## src/rtl/store_handler_pkg.sv

```systemverilog
// Shared definitions for the store_handler write-back stage: width helpers and FSM encoding.
package store_handler_pkg;

    localparam logic [1:0] ST_IDLE_ENC  = 2'd0;
    localparam logic [1:0] ST_WRITE_ENC = 2'd1;
    localparam logic [1:0] ST_DONE_ENC  = 2'd2;

    typedef enum logic [1:0] {
        ST_IDLE  = ST_IDLE_ENC,
        ST_WRITE = ST_WRITE_ENC,
        ST_DONE  = ST_DONE_ENC
    } state_t;

    // Address width for a memory of the given depth; at least one bit.
    function automatic int unsigned addr_width(input int unsigned depth);
        return (depth <= 1) ? 1 : $clog2(depth);
    endfunction

    // Counter width able to hold values 0..depth inclusive.
    function automatic int unsigned count_width(input int unsigned depth);
        return $clog2(depth + 1);
    endfunction

endpackage

```

## src/rtl/store_handler_fifo.sv

```systemverilog
// Pending-store FIFO: {addr, data} entries with per-entry valid flags and an address match vector.
module store_handler_fifo
    import store_handler_pkg::*;
#(
    parameter int unsigned DATA_WIDTH = 8,
    parameter int unsigned ADDR_W     = 6,
    parameter int unsigned DEPTH      = 4,
    localparam int unsigned PTR_W     = $clog2(DEPTH),
    localparam int unsigned CNT_W     = count_width(DEPTH)
) (
    input  logic                  clk,
    input  logic                  rst,
    input  logic                  i_push,
    input  logic [ADDR_W-1:0]     i_push_addr,
    input  logic [DATA_WIDTH-1:0] i_push_data,
    input  logic                  i_pop,
    input  logic [ADDR_W-1:0]     i_match_addr,
    output logic [ADDR_W-1:0]     o_head_addr,
    output logic [DATA_WIDTH-1:0] o_head_data,
    output logic [CNT_W-1:0]      o_count,
    output logic                  o_full,
    output logic [DEPTH-1:0]      o_match
);

    logic [ADDR_W-1:0]     r_addr [DEPTH];
    logic [DATA_WIDTH-1:0] r_data [DEPTH];
    logic [DEPTH-1:0]      r_valid;
    logic [PTR_W-1:0]      r_head;
    logic [PTR_W-1:0]      r_tail;
    logic [CNT_W-1:0]      r_count;
    logic                  w_push;

    assign o_full      = (r_count == CNT_W'(DEPTH));
    assign w_push      = i_push & ~o_full;
    assign o_head_addr = r_addr[r_head];
    assign o_head_data = r_data[r_head];
    assign o_count     = r_count;

    // Payload storage needs no reset; valid flags qualify every entry.
    always_ff @(posedge clk) begin
        if (w_push) begin
            r_addr[r_tail] <= i_push_addr;
            r_data[r_tail] <= i_push_data;
        end
    end

    // Pointers, count and valid flags; pointers wrap naturally because DEPTH is a power of two.
    always_ff @(posedge clk) begin
        if (rst) begin
            r_valid <= '0;
            r_head  <= '0;
            r_tail  <= '0;
            r_count <= '0;
        end else begin
            if (w_push) begin
                r_valid[r_tail] <= 1'b1;
                r_tail          <= r_tail + PTR_W'(1);
            end
            if (i_pop) begin
                r_valid[r_head] <= 1'b0;
                r_head          <= r_head + PTR_W'(1);
            end
            case ({w_push, i_pop})
                2'b10:   r_count <= r_count + CNT_W'(1);
                2'b01:   r_count <= r_count - CNT_W'(1);
                default: r_count <= r_count;
            endcase
        end
    end

    always_comb begin
        o_match = '0;
        for (int i = 0; i < int'(DEPTH); i++) begin
            o_match[i] = r_valid[i] && (r_addr[i] == i_match_addr);
        end
    end

endmodule

```

## src/rtl/store_handler.sv

```systemverilog
// Write-back stage: buffers ALU results and commits them to data memory, one write per two cycles.
module store_handler
    import store_handler_pkg::*;
#(
    parameter int unsigned DATA_WIDTH       = 8,
    parameter int unsigned DATA_MEMORY_SIZE = 64,
    parameter int unsigned FIFO_DEPTH       = 4,
    localparam int unsigned ADDR_W          = addr_width(DATA_MEMORY_SIZE),
    localparam int unsigned CNT_W           = count_width(FIFO_DEPTH)
) (
    input  logic                  clk,
    input  logic                  rst,
    input  logic                  enable,
    input  logic                  in_valid,
    output logic                  in_ready,
    input  logic [DATA_WIDTH-1:0] result_in,
    input  logic [ADDR_W-1:0]     dst_in,
    output logic [ADDR_W-1:0]     mem_addr,
    output logic [DATA_WIDTH-1:0] mem_data,
    output logic                  mem_we,
    output logic                  done,
    output logic                  busy,
    output logic [CNT_W-1:0]      count,
    input  logic [ADDR_W-1:0]     hazard_addr,
    output logic                  hazard
);

    state_t                r_state;
    state_t                w_state_nxt;
    logic [ADDR_W-1:0]     r_mem_addr;
    logic [DATA_WIDTH-1:0] r_mem_data;
    logic                  r_mem_we;
    logic                  r_done;
    logic                  w_mem_we_nxt;
    logic                  w_done_nxt;
    logic                  w_load;
    logic                  w_pop;
    logic                  w_push;
    logic                  w_full;
    logic                  w_pending;
    logic [ADDR_W-1:0]     w_head_addr;
    logic [DATA_WIDTH-1:0] w_head_data;
    logic [CNT_W-1:0]      w_count;
    logic [FIFO_DEPTH-1:0] w_match;

    // The head entry is popped only when its write lands, so hazard covers it through WRITE.
    assign w_pop     = (r_state == ST_WRITE);
    assign w_push    = in_valid & ~w_full;
    assign w_pending = (w_count != '0);

    store_handler_fifo #(
        .DATA_WIDTH (DATA_WIDTH),
        .ADDR_W     (ADDR_W),
        .DEPTH      (FIFO_DEPTH)
    ) u_fifo (
        .clk          (clk),
        .rst          (rst),
        .i_push       (w_push),
        .i_push_addr  (dst_in),
        .i_push_data  (result_in),
        .i_pop        (w_pop),
        .i_match_addr (hazard_addr),
        .o_head_addr  (w_head_addr),
        .o_head_data  (w_head_data),
        .o_count      (w_count),
        .o_full       (w_full),
        .o_match      (w_match)
    );

    // Next-state and next-output decode.
    always_comb begin
        w_state_nxt  = r_state;
        w_mem_we_nxt = 1'b0;
        w_done_nxt   = 1'b0;
        w_load       = 1'b0;
        case (r_state)
            ST_IDLE: begin
                if (enable && w_pending) begin
                    w_state_nxt  = ST_WRITE;
                    w_mem_we_nxt = 1'b1;
                    w_load       = 1'b1;
                end
            end
            ST_WRITE: begin
                w_state_nxt = ST_DONE;
                w_done_nxt  = 1'b1;
            end
            ST_DONE: begin
                if (enable && w_pending) begin
                    w_state_nxt  = ST_WRITE;
                    w_mem_we_nxt = 1'b1;
                    w_load       = 1'b1;
                end else begin
                    w_state_nxt = ST_IDLE;
                end
            end
            default: w_state_nxt = ST_IDLE;
        endcase
    end

    // State and output registers; address/data hold outside WRITE.
    always_ff @(posedge clk) begin
        if (rst) begin
            r_state    <= ST_IDLE;
            r_mem_we   <= 1'b0;
            r_done     <= 1'b0;
            r_mem_addr <= '0;
            r_mem_data <= '0;
        end else begin
            r_state  <= w_state_nxt;
            r_mem_we <= w_mem_we_nxt;
            r_done   <= w_done_nxt;
            if (w_load) begin
                r_mem_addr <= w_head_addr;
                r_mem_data <= w_head_data;
            end
        end
    end

    assign mem_addr = r_mem_addr;
    assign mem_data = r_mem_data;
    assign mem_we   = r_mem_we;
    assign done     = r_done;
    assign count    = w_count;
    assign in_ready = ~w_full;
    assign busy     = w_pending | (r_state != ST_IDLE);
    assign hazard   = |w_match;

endmodule

```

## config.mk

```make
export PLATFORM = sky130hd
export DESIGN_NAME = store_handler
export DESIGN_NICKNAME = d
export VERILOG_FILES = /design/src/rtl/store_handler_pkg.sv /design/src/rtl/store_handler_fifo.sv /design/src/rtl/store_handler.sv
export SDC_FILE = /design/constraint.sdc
export NUM_CORES = 1
export LEC_CHECK = 0
export BUFFER_PORTS_ARGS = -buffer_cell sky130_fd_sc_hd__buf_2
export CAP_MARGIN = 40
export CORE_MARGIN = 2
export CORE_UTILIZATION = 57
export DETAILED_ROUTE_END_ITERATION = 8
export PLACE_DENSITY = 0.79
export SYNTH_ARGS = -nofsm -noshare
export SYNTH_HDL_FRONTEND = slang
export SYNTH_SLANG_ARGS = --single-unit
```

## constraint.sdc

```tcl
create_clock -name clk -period 2.1 [get_ports clk]
set_input_delay 0.315 -clock clk [delete_from_list [all_inputs] [get_ports clk]]
set_output_delay 0.315 -clock clk [all_outputs]
set_load 0.1 [all_outputs]
```

==> results of run 1 <==
==> final cells by class <==
class                           instances  area [um2]  area share
Sequential cell                        85        2270       0.557
Inverter                                8        30.0     0.00736
Timing Repair Buffer                   55         328      0.0803
Clock buffer                            9         124      0.0303
Clock inverter                          7        73.8      0.0181
Multi-Input combinational cell        141        1160       0.284
Tap cell                               75        93.8      0.0230
==> state kept, by name, summed over array words and instances (netlist names) <==
register / count
u_fifo.r_data: 32
u_fifo.r_addr: 24
mem_data: 8
mem_addr: 6
u_fifo.r_valid: 4
u_fifo.o_count: 3
r_state: 2
u_fifo.r_head: 2
u_fifo.r_tail: 2
done: 1
mem_we: 1
==> power by group <==
group / switching, W / internal (W) / total, W
sequential: 0.0000854 / 0.00194 / 0.00203
combinational: 0.000856 / 0.000307 / 0.00116
clock: 0.000605 / 0.000555 / 0.00116
==> stage by stage <==
stage / total power [W] / utilization / area, um2 / worst slack (ns) / cells
5_1_grt: 0.00454 / 0.685 / 4080 / -0.102 / 380
4_1_cts: 0.00439 / 0.682 / 4060 / -0.0713 / 380
3_5_place_dp: 0.00324 / 0.648 / 3860 / 0.186 / 364
3_3_place_gp: 0.00322 / 0.648 / 3860 / 0.197 / 364
2_1_floorplan: 0.00303 / - / 3540 / 0.0215 / 247
6_report: 0.00435 / 0.685 / 4080 / -0.0366 / 380
==> cell usage in the layout, fill, tap and decap left out, types with 2 or more instances in the layout <==
cell type / n
edfxtp_1: 56
buf_2: 44
nand2_1: 28
dfxtp_1: 26
a21oi_1: 21
xor2_1: 14
xnor2_1: 14
mux4_2: 14
nor2_1: 11
ha_1: 9
clkbuf_8: 9
buf_4: 9
inv_1: 8
and2_1: 4
nand4_1: 4
o21a_1: 4
nor2b_1: 3
nor4_1: 3
dfxtp_4: 3
or3_1: 2
clkinv_2: 2
inv_6: 2
buf_12: 2
==> cells by family (layout without fill, tap and decap cells) <==
kind of cell	Yosys count	after routing
buffers and inverters	21	79
DFF	85	85
adders and majority gates	10	10
muxes	15	15
AOI/OAI and AO/OA	27	27
and+or+nand+nor	61	61
xor gates and xnor gates	28	28
==> what timing repair did <==
| action | in CTS | in global routing |
|---|---|---|
| resized for setup | 2 | 4 |
| hold buffers | 0 | 0 |
| pin swaps | 0 | 6 |
| setup endpoints to repair | 1 | 1 |
==> metal layers <==
layer | routed length (um) | share of wire
met1 | 2640 | 0.42
met2 | 3220 | 0.52
met3 | 257 | 0.041
met4 | 120 | 0.019
met5 | 0 | 0
==> final timing paths <==
check	start	depth (start not counted)	slack [ns]	endpoint
worst max-delay path	u_fifo.r_addr[1][5]$_DFFE_PP_	4	-0.04	hazard
worst min-delay path	result_in[4]	1	0.16	u_fifo.r_data[0][4]$_DFFE_PP_
worst max register to register	u_fifo.o_count[0]$_SDFFE_PP0P_	9	0.16	u_fifo.o_count[2]$_SDFFE_PP0P_
worst min register to register	mem_addr[0]$_SDFFE_PP0P_	2	0.46	mem_addr[0]$_SDFFE_PP0P_
==> impl_metrics.toml, run 1 <==
[worst_setup_path]
path_buf_inv = 1
path_class = "register to output port"
critPathMaxFanout = 2
critPathTopFamily = "simple AND/OR/NAND/NOR gates"
cpPeakStageDelay_ns = 0.53
required_ns = 1.78
crit_chain = "xor2_1 -> nor4_2 -> or4_4 -> buf_12"
crit_slowest_cell = "or4_4"
worst_ep_arrival_time_ns = 1.82
startpoint_type = "register"
worstSetupEndpointType = "output port"

[routing]
drc = 0
routed_via_density = 5.34
drt_iter0_drc = 100
wirelength_mm = 6.24
firstDrtPassIters = 4
wl_per_cell_um = 16.4
num_vias = 2029
drt.antenna.violating_nets = 0

[flow_run]
maxCapViolCount = 0

[yosys]
syn_area_per_cell_um2 = 14.3
syn_inst = 247
synthMuxAreaShare = 0.0922
yosysWarnings = 0
synth_ff_type = "edfxtp_1"
synth_top_family_by_area = "multiplexers"
synth_compound_area_frac = 0.0418
yosys.area_share.adder = 0.0376
yosysTopAreaCell = "edfxtp_1"
synth.cell_area_um2 = 3530
seq_area_frac_synth = 0.641
netlist_top_cells_count = "edfxtp_1 (56), dfxtp_1 (29), nand2_1 (28)"
synth_edf_count = 56
synthTopCellsByArea = "edfxtp_1 (48%), dfxtp_1 (16%), mux4_2 (8.9%), xnor2_1 (3.5%), xor2_1 (3.5%)"
synth_xor_area_frac = 0.0695
ys_ff_latch = 85
synth_cell_types = 30
synth-simple-area-share = 0.0844
synth_async_sr_flop_share = 0
syn_nets = 281
yosysMostFrequentCell = "edfxtp_1"
yosysTopAreaCellShare = 0.476

[timing]
worst_pin_slew_ns = 0.628
fmax_ghz = 0.468
min_period_over_period = 1.02
setup_violations = 1
hold_viol = 0
fin_crit_ns = 2.14
drv_slew = 0
grt_setup_unrepaired = "yes"
skew_ns = 0.00687
setup_ws_ns = -0.0366
fin_tns_setup_ns = -0.0366
holdWs_ns = 0.164
slew_headroom = 0.581

[global_route]
antenna_found_initial = 0
grt_max_degree = 30
grt_pass1_vias = 1994
top_usage_layer = "met2"
track_usage = 0.202
met1_usage = 0.245
met3_usage = 0.0565
grt_first_pass_wirelength_mm = 9.59
grt.met2_usage = 0.334
overflow = 0

[cts]
cts.sinks = 85
cts_tree = "done"
root_buffer = "clkbuf_8"
clkTransAtPathRegs_ns = 0.09
cts_buffers = 9
clock_path_buffers = 2
post_cts_buffers = 0
cts_htree_levels = 3
insertion_delay_ns = 0.36

[finish]
fillers = 444
synthToLayoutAreaGrowth_pct = 15.6
drive_gt1_frac = 0.305
num-nets-final = 334
antenna_cells = 0

[floorplan]
boundaryPins = 46
core_area_um2 = 5960
dieArea_um2 = 6840
placementRows = 28
start_util = 0.593
dieWidth_um = 82.7
die_h_um = 82.7

[outcome]
run_status = "complete, but fails checks"
violations = "negative setup slack"

[worst_hold_path]
worstHoldPathType = "input port to register"

[place]
portBuffers = 45
dp_hpwl_mm = 4.21
place_congestion = 0.855

[pwr]
leakage_nw = 1.50
power.density_nw_per_um2 = 1070
peakVddDrop_v = 0.000666
(Power assumes the default switching activity.)
==> run 2, diff against run 1 <==
Settings changed: REMOVE_ABC_BUFFERS set to 1.
==> run 2 against run 1 <==
The run still ends with negative setup slack left. Critical endpoint unchanged. Sequential share of layout area decreased by 0.63 points. Register-to-register slack improved by 0.02 ns. Highest routed layer unchanged. Total power increased by 3.6%. Sequential power about the same. Final area increased by 0.71%. Largest power group unchanged.
==> impl_metrics.toml, run 2 (synthesized netlist as in run 1, its figures left out) <==
[finish]
largest_reg_flops = 32
final_cell_mix = "edfxtp_1 (56), buf_2 (44), nand2_1 (28), dfxtp_1 (28), a21oi_1 (21)"
finalInstanceArea_um2 = 4110
top_register = "u_fifo.r_data"
fin_util = 0.690
final_common_cell = "edfxtp_1"
multi_input_area_um2 = 1160
fillers = 436
drive_gt1_frac = 0.306
num-nets-final = 336
sequential_cell_area_um2 = 2260
synthToLayoutAreaGrowth_pct = 16.4
antenna_cells = 0

[cts]
cts_htree_levels = 3
clock_path_buffers = 2
root_buffer = "clkbuf_8"
holdBufCountCts = 0
post_cts_buffers = 0
clkTransAtPathRegs_ns = 0.09
cts.sinks = 85
cts_buffers = 9
insertion_delay_ns = 0.35
cts_tree = "done"

[outcome]
run_status = "complete, but fails checks"
violations = "negative setup slack"

[routing]
routed_via_density = 5.33
num_vias = 2037
wirelength_mm = 6.25
drt_iter0_drc = 89
drc = 0
wl_per_cell_um = 16.3
drt.antenna.violating_nets = 0
firstDrtPassIters = 4

[worst_setup_path]
worst_r2r_endpoint = "u_fifo.o_count[2]$_SDFFE_PP0P_"
startpoint_type = "register"
rr_worst_depth = 9
r2r-start = "u_fifo.o_count[0]$_SDFFE_PP0P_"
crit_slowest_cell = "or4_4"
r2r_setup_slack_ns = 0.18
critPathMaxFanout = 2
cpPeakStageDelay_ns = 0.56
worstSetupEndpointType = "output port"
critPathTopFamily = "simple AND/OR/NAND/NOR gates"
crit_chain = "xnor2_1 -> nand4_1 -> nor4_1 -> or4_4 -> buf_12"
path_class = "register to output port"
worst_ep_arrival_time_ns = 1.82
required_ns = 1.78
cp-startpoint = "u_fifo.r_addr[1][0]$_DFFE_PP_"
path_buf_inv = 1

[pwr]
power_frac_comb = 0.261
power.total_w = 0.00451
p_sw_frac = 0.344
clkPwrFrac = 0.291
peakVddDrop_v = 0.000653
leakage_nw = 1.53
p_switching_w = 0.00155
power.density_nw_per_um2 = 1100
power.share.sequential = 0.448
internal_power_w = 0.00296

[worst_hold_path]
hold_path_end = "u_fifo.r_data[2][7]$_DFFE_PP_"
worstHoldPathType = "input port to register"
hold_path_depth = 1
holdCritStartpoint = "result_in[7]"

[timing]
setup_ws_ns = -0.0364
worst_pin_slew_ns = 0.653
hold_viol = 0
grt_setup_unrepaired = "yes"
fin_tns_setup_ns = -0.0364
slew_headroom = 0.564
setup_violations = 1
drv_slew = 0
fmax_ghz = 0.468
min_period_over_period = 1.02
skew_ns = 0.0100
fin_crit_ns = 2.14
holdWs_ns = 0.172

[global_route]
grt_pass1_vias = 1969
top_usage_layer = "met2"
met3_usage = 0.0424
overflow = 0
antenna_found_initial = 0
grt_max_degree = 30
track_usage = 0.200
grt.met2_usage = 0.330
grt_first_pass_wirelength_mm = 9.60
met1_usage = 0.256

[place]
dp_hpwl_mm = 4.16
place_congestion = 0.807
placed_area_um2 = 3850
portBuffers = 45

[flow_run]
maxCapViolCount = 0

[floorplan]
placementRows = 28
boundaryPins = 46
core_area_um2 = 5960
die_h_um = 82.7
dieArea_um2 = 6840
start_util = 0.593
dieWidth_um = 82.7
==> run 2: changes by cell type in the layout (fill, tap and decap cells not counted), sizes merged <==
cell      delta
bufinv       +1
buf          +2
clkinv       -2
clkbuf       +1
inv          +1
clkinvlp     -1
==> run 2: worst reg2reg max path: cells and delay by family, from the launching register on <==
kind                     cells  cell delay (ns)
adder cells (fa/ha/maj)      2             0.55
AND/OR/NAND/NOR              2             0.42
flip-flops                   1             0.36
AO/OA/AOI/OAI                2             0.23
XOR/XNOR                     1             0.16
buffers and inverters        2             0.13
==> run 2: through the flow <==
step	cells	worst slack, ns
after floorplan	234	-0.550
after global placement	366	0.184
after detailed placement	366	0.176
after CTS	382	-0.0525
after global routing	382	-0.0995
final	382	-0.0364
==> run 2: worst max-delay path by stage <==
stage | depth (start not counted) | endpoint | slack, ns
2_1_floorplan | 8 | u_fifo.o_count[2]$_SDFFE_PP0P_ | -0.55
3_3_place_gp | 6 | hazard | 0.18
3_5_place_dp | 6 | hazard | 0.18
4_1_cts | 5 | hazard | -0.05
5_1_grt | 5 | hazard | -0.1
6_report | 5 | hazard | -0.04
==> run 2: repair_timing <==
action,4_1_cts,5_1_grt
resized for setup,5,3
pin swaps,4,5
endpoints found under the setup margin,1,2
==> run 2: layer usage <==
| layer | share of wire | wire [um] | up-vias |
|---|---|---|---|
| li1 | - | - | 993 |
| met1 | 0.43 | 2690 | 995 |
| met2 | 0.51 | 3180 | 41 |
| met3 | 0.042 | 262 | 8 |
| met4 | 0.017 | 108 | 0 |
| met5 | 0 | 0 | - |
==> run 2: cell type report <==
cell class / count / area share
clock buffer: 10 / 0.0335
tap: 75 / 0.0228
clock inverter: 6 / 0.0225
sequential: 85 / 0.551
inverter: 8 / 0.00731
multi-input combinational: 141 / 0.283
timing repair buffer: 57 / 0.0804
==> run 2: power groups by stage <==
stage,Sequential (W),Combinational (W),Clock [W]
6_report,0.00202,0.00118,0.00131
5_1_grt,0.00204,0.00125,0.00141
4_1_cts,0.00202,0.00118,0.00133
3_5_place_dp,0.00205,0.00118,0
2_1_floorplan,0.00249,0.000471,0
3_3_place_gp,0.00204,0.00116,0
